$ cat src/rtl/score_bcd_converter.sv
// Sequential binary-to-BCD converter for the game score.
// Watches the binary score, runs an iterative double-dabble conversion whenever
// it changes, and presents a stable BCD word plus a leading-zero blank mask to
// the 7-segment driver.
//
// state  | meaning
// -------+------------------------------------------------------------
// IDLE   | waiting for bin_in to differ from the last converted value
// SHIFT  | one add-3/shift-left step per clock, BIN_W steps in total
// DONE   | publish result, remember converted value, pulse valid
module score_bcd_converter #(
  parameter int BIN_W  = 11,
  parameter int DIGITS = 4
) (
  input  logic                  clk,
  input  logic                  rst,
  input  logic [BIN_W-1:0]      bin_in,
  output logic [4*DIGITS-1:0]   bcd_out,
  output logic [DIGITS-1:0]     lz_mask,
  output logic                  valid,
  output logic                  busy,
  output logic                  ovf
);

  localparam int BCD_W = 4 * DIGITS;
  localparam int SH_W  = BCD_W + BIN_W;
  localparam int CNT_W = $clog2(BIN_W) + 1;
  localparam logic [CNT_W-1:0] CNT_LAST = CNT_W'(BIN_W - 1);

  function automatic longint unsigned f_pow10(input int n);
    longint unsigned p;
    p = 1;
    for (int i = 0; i < n; i++) p = p * 10;
    return p;
  endfunction

  // Largest value representable in DIGITS decimal digits.
  localparam longint unsigned MAX_VAL = f_pow10(DIGITS) - 1;

  typedef enum logic [1:0] {
    S_IDLE  = 2'd0,
    S_SHIFT = 2'd1,
    S_DONE  = 2'd2
  } state_t;

  state_t             r_state;
  state_t             w_state_nxt;
  logic               w_start;

  logic [SH_W-1:0]    r_shreg;
  logic [SH_W-1:0]    w_adj;
  logic [CNT_W-1:0]   r_cnt;
  logic [BIN_W-1:0]   r_cap_bin;
  logic [BIN_W-1:0]   r_last_bin;

  logic [BCD_W-1:0]   w_bcd_res;
  logic [DIGITS-1:0]  w_lz;
  logic               w_ovf;

  logic [BCD_W-1:0]   r_bcd;
  logic [DIGITS-1:0]  r_lz;
  logic               r_ovf;
  logic               r_valid;

  // Compare against the last *converted* value so a change made while busy
  // is picked up on the first IDLE edge afterwards.
  assign w_start = (r_state == S_IDLE) && (bin_in != r_last_bin);

  // State register.
  always_ff @(posedge clk or negedge rst) begin
    if (!rst) r_state <= S_IDLE;
    else      r_state <= w_state_nxt;
  end

  // Next-state decode.
  always_comb begin
    w_state_nxt = r_state;
    case (r_state)
      S_IDLE:  if (w_start) w_state_nxt = S_SHIFT;
      S_SHIFT: if (r_cnt == CNT_LAST) w_state_nxt = S_DONE;
      S_DONE:  w_state_nxt = S_IDLE;
      default: w_state_nxt = S_IDLE;
    endcase
  end

  // Per-nibble add-3 on the BCD field; nibbles never carry into each other.
  always_comb begin
    w_adj = r_shreg;
    for (int d = 0; d < DIGITS; d++) begin
      if (r_shreg[BIN_W+4*d +: 4] >= 4'd5)
        w_adj[BIN_W+4*d +: 4] = r_shreg[BIN_W+4*d +: 4] + 4'd3;
    end
  end

  assign w_bcd_res = r_shreg[SH_W-1 -: BCD_W];
  assign w_ovf     = 64'(r_cap_bin) > MAX_VAL;

  // Leading-zero mask: digit i blanks when it and everything above it are zero;
  // digit 0 is never blanked so a zero score still shows one '0'.
  always_comb begin : lz_calc
    logic v_zero_above;
    w_lz         = '0;
    v_zero_above = 1'b1;
    for (int d = DIGITS - 1; d >= 1; d--) begin
      v_zero_above = v_zero_above && (w_bcd_res[4*d +: 4] == 4'd0);
      w_lz[d]      = v_zero_above;
    end
  end

  // Datapath: load, iterate, then publish the result in one atomic update.
  always_ff @(posedge clk or negedge rst) begin
    if (!rst) begin
      r_shreg    <= '0;
      r_cnt      <= '0;
      r_cap_bin  <= '0;
      r_last_bin <= '0;
      r_bcd      <= '0;
      r_lz       <= {{(DIGITS-1){1'b1}}, 1'b0};
      r_ovf      <= 1'b0;
      r_valid    <= 1'b0;
    end else begin
      r_valid <= 1'b0;
      case (r_state)
        S_IDLE: begin
          if (w_start) begin
            r_shreg   <= {{BCD_W{1'b0}}, bin_in};
            r_cap_bin <= bin_in;
            r_cnt     <= '0;
          end
        end
        S_SHIFT: begin
          r_shreg <= w_adj << 1;
          r_cnt   <= r_cnt + CNT_W'(1);
        end
        S_DONE: begin
          if (w_ovf) begin
            r_bcd <= {DIGITS{4'h9}};
            r_lz  <= '0;
          end else begin
            r_bcd <= w_bcd_res;
            r_lz  <= w_lz;
          end
          r_ovf      <= w_ovf;
          r_last_bin <= r_cap_bin;
          r_valid    <= 1'b1;
        end
        default: ;
      endcase
    end
  end

  assign bcd_out = r_bcd;
  assign lz_mask = r_lz;
  assign ovf     = r_ovf;
  assign valid   = r_valid;
  assign busy    = (r_state != S_IDLE);

endmodule

$ cat config.mk
export PLATFORM = sky130hd
export DESIGN_NAME = score_bcd_converter
export DESIGN_NICKNAME = d
export VERILOG_FILES = /design/src/rtl/score_bcd_converter.sv
export SDC_FILE = /design/constraint.sdc
export NUM_CORES = 1
export LEC_CHECK = 0
export ABC_AREA = 1
export CORE_MARGIN = 5
export CORE_UTILIZATION = 59
export DETAILED_ROUTE_END_ITERATION = 12
export PLACE_DENSITY = 0.82
export RECOVER_POWER = 100
export SLEW_MARGIN = 15
export SYNTH_ARGS = -nofsm -noshare
export SYNTH_HDL_FRONTEND = slang
export SYNTH_SLANG_ARGS = --single-unit
$ cat constraint.sdc
create_clock -name clk -period 2.6 [get_ports clk]
set_clock_uncertainty 0.05 [all_clocks]
set_input_delay 0.65 -clock clk [delete_from_list [all_inputs] [get_ports clk]]
set_output_delay 0.65 -clock clk [all_outputs]
set_load 0.02 [all_outputs]
# After elaboration in Yosys (flattened, before gate mapping)
# Cells that the tools add are included.
dict set report word_totals {
  register_bits 76
  memories 0
  latchBits 0
  ramBits 0
  mem_bits_ro 0
}
dict set report op_classes {
  eq_ne 6
  n_reduce_logical 12
  magnitude_cmp 4
  shift 0
  div 0
  bitwise 0
  n_addsub 5
  mul 0
  mux 12
}
# operator n
set ops {}
lappend ops {{one-hot mux 27 bit (2 select lines)} 1}
lappend ops {{2-to-1 mux 27 bit} 1}
lappend ops {{>= comparator 4 x 3 -> 1 bit (second input constant)} 4}
lappend ops {{adder 4 x 2 -> 4 bit (second input constant)} 3}
lappend ops {{zero test 4 bit} 3}
lappend ops {{2-to-1 mux 4 bit} 3}
lappend ops {{!= test 11 bit} 1}
lappend ops {{one-hot mux 5 bit (2 select lines)} 1}
lappend ops {{AND reduction 2 bit} 3}
lappend ops {{adder 5 x 1 -> 5 bit (second input constant)} 1}
lappend ops {{equality test 5 x 4 -> 1 bit (second input constant)} 1}
lappend ops {{2-to-1 mux 5 bit} 1}
lappend ops {{2-to-1 mux 2 bit} 2}
lappend ops {{!= test 2 bit (second input constant)} 2}
lappend ops {{one-hot mux 2 bit (2 select lines)} 1}
lappend ops {{nonzero test 2 bit} 2}
lappend ops {{adder 3 x 2 -> 3 bit (second input constant)} 1}
lappend ops {{logical AND 1 bit} 3}
lappend ops {{2-to-1 mux 3 bit} 1}
lappend ops {{equality test 2 x 1 -> 1 bit (second input constant)} 1}
lappend ops {{equality test 2 bit (second input constant)} 1}
lappend ops {{zero test 2 bit} 1}
lappend ops {{2-to-1 mux 1 bit} 1}

# Depth between registers and ports, before layout
# Gate-level depths: netlist of the first run.
dict set report logic_depth {
  ltp_word 4
  depth_mapped 11
  ltp_nobuf 11
}

# Worst setup path before layout of the first run
# Ideal clock, no wire load.
dict set report synth_timing {
  kind {reg2out}
  startpoint {reg r_state[0]}
  endpoint {out busy}
  required_ps 1900
  n_path_buf 0
  path_slack_ps 989
  arrival_time_ps 911
  stages_incl_launch_ff 3
  cell_sequence {dfrtp_1 -> nor2_1 -> inv_1}
}
dict set report synth_between {
  elab_chain_len 1
}
# item line_no
set synth_lines {}
lappend synth_lines {{from (decl)} 46} ;# state_t r_state;
lappend synth_lines {{from (signal assigned)} 72} ;# else r_state <= w_state_nxt;
lappend synth_lines {{nonzero test 2 bit} 156} ;# assign busy = (r_state != S_IDLE);
lappend synth_lines {{to (decl)} 21} ;# output logic busy,
# No other way between the ends.

# Worst setup path after layout of the first run
# Same ends and word-level chain as after synthesis.

==> run summary, run 1 <==
antenna diode count -> 0
hold path startpoint -> bcd_out[14]
Worst Path Arrival -> 1.66 ns
critical path fanouts, max -> 3
layout cells sized above 1 -> 7.484%
Yosys cell types -> 29
Slew Viols, Final -> 77
Sum Neg Setup Slack -> 0 ns
period utilization -> 90.75%
power consumption -> 5.087 mW
deepest clock path buffer count -> 2
grt ovf -> 0
TritonCTS clock tree -> built
H-tree depth -> 3
commonest non-fill, non-tap cells in the layout -> 144 x nand2_1, 73 x dfrtp_1, 58 x o21ai_0, 41 x inv_1, 39 x nand3_1
row count -> 29
initial antenna violation count -> 0
hold path depth -> 2
DR iter-0 viols -> 147
area of the core -> 6277 µm²
Reg-to-Reg End -> lz_mask[1]
first-pass iteration count of the detailed router -> 4
Vias/cell -> 5.242
IO Pins -> 36
CP delay by family, top -> buffers and inverters
Post-CTS Setup Bufs -> 0
RR Startpoint -> r_state[1]
failing checks -> max-capacitance violations, max-slew violations
Synth Area per Inst -> 8.488 µm²
Antenna Nets Post-Route -> 0
Seq/Total Area, Yosys -> 50.45%
PortBufs -> 33
Setup CP Type -> register to output pin
slew margin rel. -> -19.54%
RSZ-0062 raised after global routing -> false
pin count of the biggest net entering global routing -> 77
CTS buffer count -> 9
#FFs+latches synth -> 76
endpoints failing setup -> 0
GPL Wtd Cong -> 0.7778
Ys Warns -> 0
crit path cell chain -> nor2_1 -> inv_1 -> dlygate4sd3_1
cells after synthesis -> 445
worst r2r path cells -> 8
post-cts gate resize count -> 0
drt total wl -> 7.193 mm
Largest stage delay, worst path -> 0.65 ns
most common cell after layout, fill and taps aside -> nand2_1
fin crit period -> 2.359 ns
crit path launch type -> register
die area -> 8103 µm²
setup ws final -> 0.2406 ns
PD cells -> 1206 nW/µm²
CTS Hold Bufs -> 0
slowest CP cell -> dlygate4sd3_1
clk_lat worst skew -> 0.34 ns
HPWL after detailed placement -> 4.958 mm
worst min path class -> register to register
fill count -> 482
Final Hold Violating Endpoints -> 0
DR vias -> 2925
DRC -> 0
Mapped Area -> 3777 µm²
maximum achievable frequency -> 423.8 MHz
first-pass GRT wire length -> 12.99 mm
gr usage total -> 19.28%
Worst-Margin Slew -> 1.793 ns
WHS Endpoint -> bcd_out[14]
P_leak -> 2.151 nW
WL per Instance -> 12.89 µm
nets -> 501
status -> finished with violations
clk sinks -> 76
VDD IR-drop max -> 0.6913 mV
worst endpoint required time -> 1.90 ns
Post-Place Setup Slack -> 0.1207 ns
CP endpoint kind -> output pin
Max Cap Viol -> 1
Worst Path Buf+Inv -> 2
root buf cell -> clkbuf_8
Clock Pin Slew Worst Setup and Hold Paths -> 0.08 ns
Horiz. Die Dim -> 90.02 µm
area growth from synthesis to layout -> 11.63%
Die Y -> 90.02 µm
vias in the first global route -> 2854
FF-to-FF setup slack -> 0.35 ns
Initial Utilization -> 60.18%
## final cells by class
| type | instances | area, µm² | share of cell area, % |
|---|---|---|---|
| Clock buffer | 10 | 127.6 | 3.027 |
| Clock inverter | 6 | 65.06 | 1.543 |
| Inverter | 42 | 157.7 | 3.739 |
| Multi-Input combinational cell | 307 | 1495 | 35.46 |
| Sequential cell | 76 | 1906 | 45.19 |
| Tap cell | 77 | 96.34 | 2.285 |
| Timing Repair Buffer | 40 | 369.1 | 8.754 |
## how the worst max path moves through the flow
stage | slack [ns] | from | depth (start not counted) | end
floorplan | 0.99 | r_state[0] | 2 | busy
global placement | 0.16 | bin_in[7] | 12 | r_shreg[14]
detailed placement | 0.12 | bin_in[7] | 12 | r_shreg[11]
CTS | 0.35 | r_state[0] | 3 | busy
global route | 0.15 | r_state[1] | 6 | bcd_out[1]
finish | 0.24 | r_state[0] | 3 | busy
## per-layer routing
metal  wire [µm]  share of wire (%)  up-vias  global-route usage (%)
met2        3563                 50       56                   31.10
met1        3254                 45     1375                   25.32
li1            -                  -     1478                       -
met5           0                  0        -                       0
met4         140                1.9        0                   8.437
met3         235                3.3       16                   3.756
## flip-flops by register name, summed over array words and instances, names as in the netlist
register and flops:
bcd_out 16, lz_mask 3, r_cap_bin 11, r_cnt 5, r_last_bin 11, r_shreg 27, r_state 2, valid 1
## tightest hold or removal path, delay by kind of cell, from the launching register on
family	cells	cell delay (ns)
flops	1	0.35
simple gates	2	0.10
## synth_stat cells
cell	instances	share of area (%)
nand2_8	1	0.53
clkbuf_1	7	0.70
xor2_1	1	0.23
inv_2	1	0.099
o21ai_0	58	7.7
dfstp_2	3	2.1
buf_12	1	0.53
buf_8	1	0.40
dfrtp_1	73	48
nand2_4	1	0.30
a22o_1	1	0.23
nand3_1	24	3.2
conb_1	1	0.099
nand2_2	1	0.17
inv_1	41	4.1
or2_2	3	0.50
nor3_1	1	0.13
buf_2	7	0.93
nand2_1	144	14
ha_1	12	4.0
o211ai_1	2	0.40
buf_6	3	0.89
nor2_1	19	1.9
buf_4	2	0.40
xnor2_1	5	1.2
nand3_2	18	4.8
a21oi_1	10	1.3
nand4_1	2	0.33
nor2_2	2	0.33
## per-stage QoR
| stage | hold slack, ns | utilization [%] | instances | area (µm²) |
|---|---|---|---|---|
| floorplan | 0.3044 | - | 446 | 3781 |
| global placement | 0.4053 | 65.72 | 542 | 4125 |
| detailed placement | 0.4097 | 65.72 | 542 | 4125 |
| CTS | 0.2840 | 68.79 | 558 | 4318 |
| global route | 0.4578 | 67.17 | 558 | 4217 |
| finish | 0.4226 | 67.17 | 558 | 4217 |
## where the power goes
part,internal (mW),switching [mW]
combinational,0.821,1.31
clock,0.444,0.437
sequential,1.71,0.373
total,2.97,2.12
## kinds of logic (layout without fill, tap and decap cells)
| family | Yosys count | in the layout | share of synthesized area, % |
|---|---|---|---|
| other | 1 | 2 | 0.09928 |
| AO/OA/AOI/OAI | 71 | 71 | 9.639 |
| adder cells (fa/ha/maj) | 12 | 12 | 3.975 |
| XOR/XNOR | 6 | 6 | 1.391 |
| flip-flops | 76 | 76 | 50.45 |
| buffers and inverters | 63 | 98 | 8.016 |
| AND/OR/NAND/NOR | 216 | 216 | 26.43 |
(Power assumes the default switching activity.)
==> inputs of run 2 (changes only) <==
- CORE_ASPECT_RATIO: not set -> 1.75
- CORE_MARGIN: 5 -> 2
==> run 2 against run 1 <==
Effect of this change:
- the flow still finishes with violations (max-capacitance violations, max-slew violations)
- highest routed layer unchanged
- critical endpoint unchanged
- worst setup slack gained 0.0041 ns
- core utilization increased by 1.4 points
- largest cell class unchanged
- count of clock-buffer cells in the layout unchanged
==> run summary, run 2 (synthesized netlist as in run 1, its figures left out) <==
status -> finished with violations
failing checks -> max-capacitance violations, max-slew violations
CTS Hold Bufs -> 0
fin crit period -> 2.355 ns
DR vias -> 2988
Horiz. Die Dim -> 64.49 µm
Max Cap Viol -> 1
max reg flops -> 27
PD cells -> 1206 nW/µm²
VDD IR-drop max -> 0.6494 mV
die area -> 7084 µm²
Antenna Nets Post-Route -> 0
antenna diode count -> 0
fill count -> 506
crit path launch type -> register
vias in the first global route -> 2900
Slew Viols, Final -> 77
layout cells sized above 1 -> 7.484%
endpoints failing setup -> 0
initial antenna violation count -> 0
worst r2r path cells -> 5
commonest non-fill, non-tap cells in the layout -> 145 x nand2_1, 73 x dfrtp_1, 58 x o21ai_0, 41 x inv_1, 38 x nand3_1
Worst Path Arrival -> 1.66 ns
hold path startpoint -> lz_mask[2]
grt ovf -> 0
PortBufs -> 33
Setup CP Type -> register to output pin
Die Y -> 109.9 µm
drt total wl -> 7.274 mm
DRC -> 0
worst min path class -> register to register
hold path depth -> 2
critical path fanouts, max -> 3
DR iter-0 viols -> 167
Clock Pin Slew Worst Setup and Hold Paths -> 0.08 ns
Initial Utilization -> 61.11%
WL per Instance -> 12.97 µm
first-pass iteration count of the detailed router -> 4
Sum Neg Setup Slack -> 0 ns
Final Hold Violating Endpoints -> 0
Worst-Margin Slew -> 1.830 ns
deepest clock path buffer count -> 2
RSZ-0062 raised after global routing -> false
clk sinks -> 76
period utilization -> 90.59%
row count -> 38
most common cell after layout, fill and taps aside -> nand2_1
Vias/cell -> 5.326
gr usage total -> 23.92%
pin count of the biggest net entering global routing -> 77
crit path from -> r_state[0]
root buf cell -> clkbuf_8
worst endpoint required time -> 1.90 ns
nets -> 502
Top reg by flops -> r_shreg
area growth from synthesis to layout -> 12.16%
TritonCTS clock tree -> built
area of the core -> 6181 µm²
RR Startpoint -> r_state[1]
IO Pins -> 36
clk_lat worst skew -> 0.35 ns
HPWL after detailed placement -> 5.053 mm
post-cts gate resize count -> 0
first-pass GRT wire length -> 12.97 mm
H-tree depth -> 3
CP endpoint kind -> output pin
GPL Wtd Cong -> 0.8468
P_leak -> 2.160 nW
Post-CTS Setup Bufs -> 0
slew margin rel. -> -22.00%
maximum achievable frequency -> 424.6 MHz
utilization after layout -> 68.54%
CTS buffer count -> 9
## run 2: final timing paths
path | slack [ns] | to
min in group asynchronous | 0.82 | bcd_out[12]
setup reg to reg | 0.56 | bcd_out[5]
setup / recovery | 0.24 | busy
hold / removal | 0.42 | lz_mask[2]
max in group asynchronous | 0.59 | bcd_out[0]
hold reg to reg | 0.42 | lz_mask[2]
## run 2: critical path: stages (launching register included)
cell           delay [ns]
dfrtp_1              0.40
nor2_1               0.20
inv_1                0.06
dlygate4sd3_1        0.64
## run 2: power breakdown
part           switching, mW  leakage (nW)  internal (mW)
Clock                  0.420        0.0979          0.459
Sequential             0.375         0.948           1.71
Combinational           1.31          1.11          0.844
## run 2: routing by layer
metal	vias up	wire length [µm]	global-route usage, %
li1	1476	-	-
met4	0	144	9.726
met1	1431	2984	27.97
met5	-	0	0
met3	16	241	5.629
met2	65	3904	42.04
## run 2: cell type report
class                      count  area [µm²]  area share, %
sequential                    76        1906          44.98
multi-input combinational    307        1498          35.35
timing repair buffer          41       385.4          9.096
inverter                      42       157.7          3.721
clock buffer                  10       137.6          3.249
tap                           80       100.1          2.363
clock inverter                 5       52.55          1.240
## run 2: metrics by stage
stage / area (µm²) / total power, mW / setup slack [ns] / instances / hold slack (ns)
floorplan: 3781 / 3.726 / 0.9885 / 446 / 0.3044
global placement: 4149 / 4.252 / 0.2067 / 546 / 0.4074
detailed placement: 4149 / 4.382 / 0.1892 / 546 / 0.4170
CTS: 4339 / 5.273 / 0.3116 / 561 / 0.2833
global route: 4237 / 5.591 / 0.1607 / 561 / 0.4584
finish: 4237 / 5.111 / 0.2447 / 561 / 0.4217
==> inputs of run 3 (changes only) <==
- CTS_CLUSTER_SIZE: not set -> 10
==> results of run 3 <==
Final layout, timing and power as in run 2 (identical DEF).
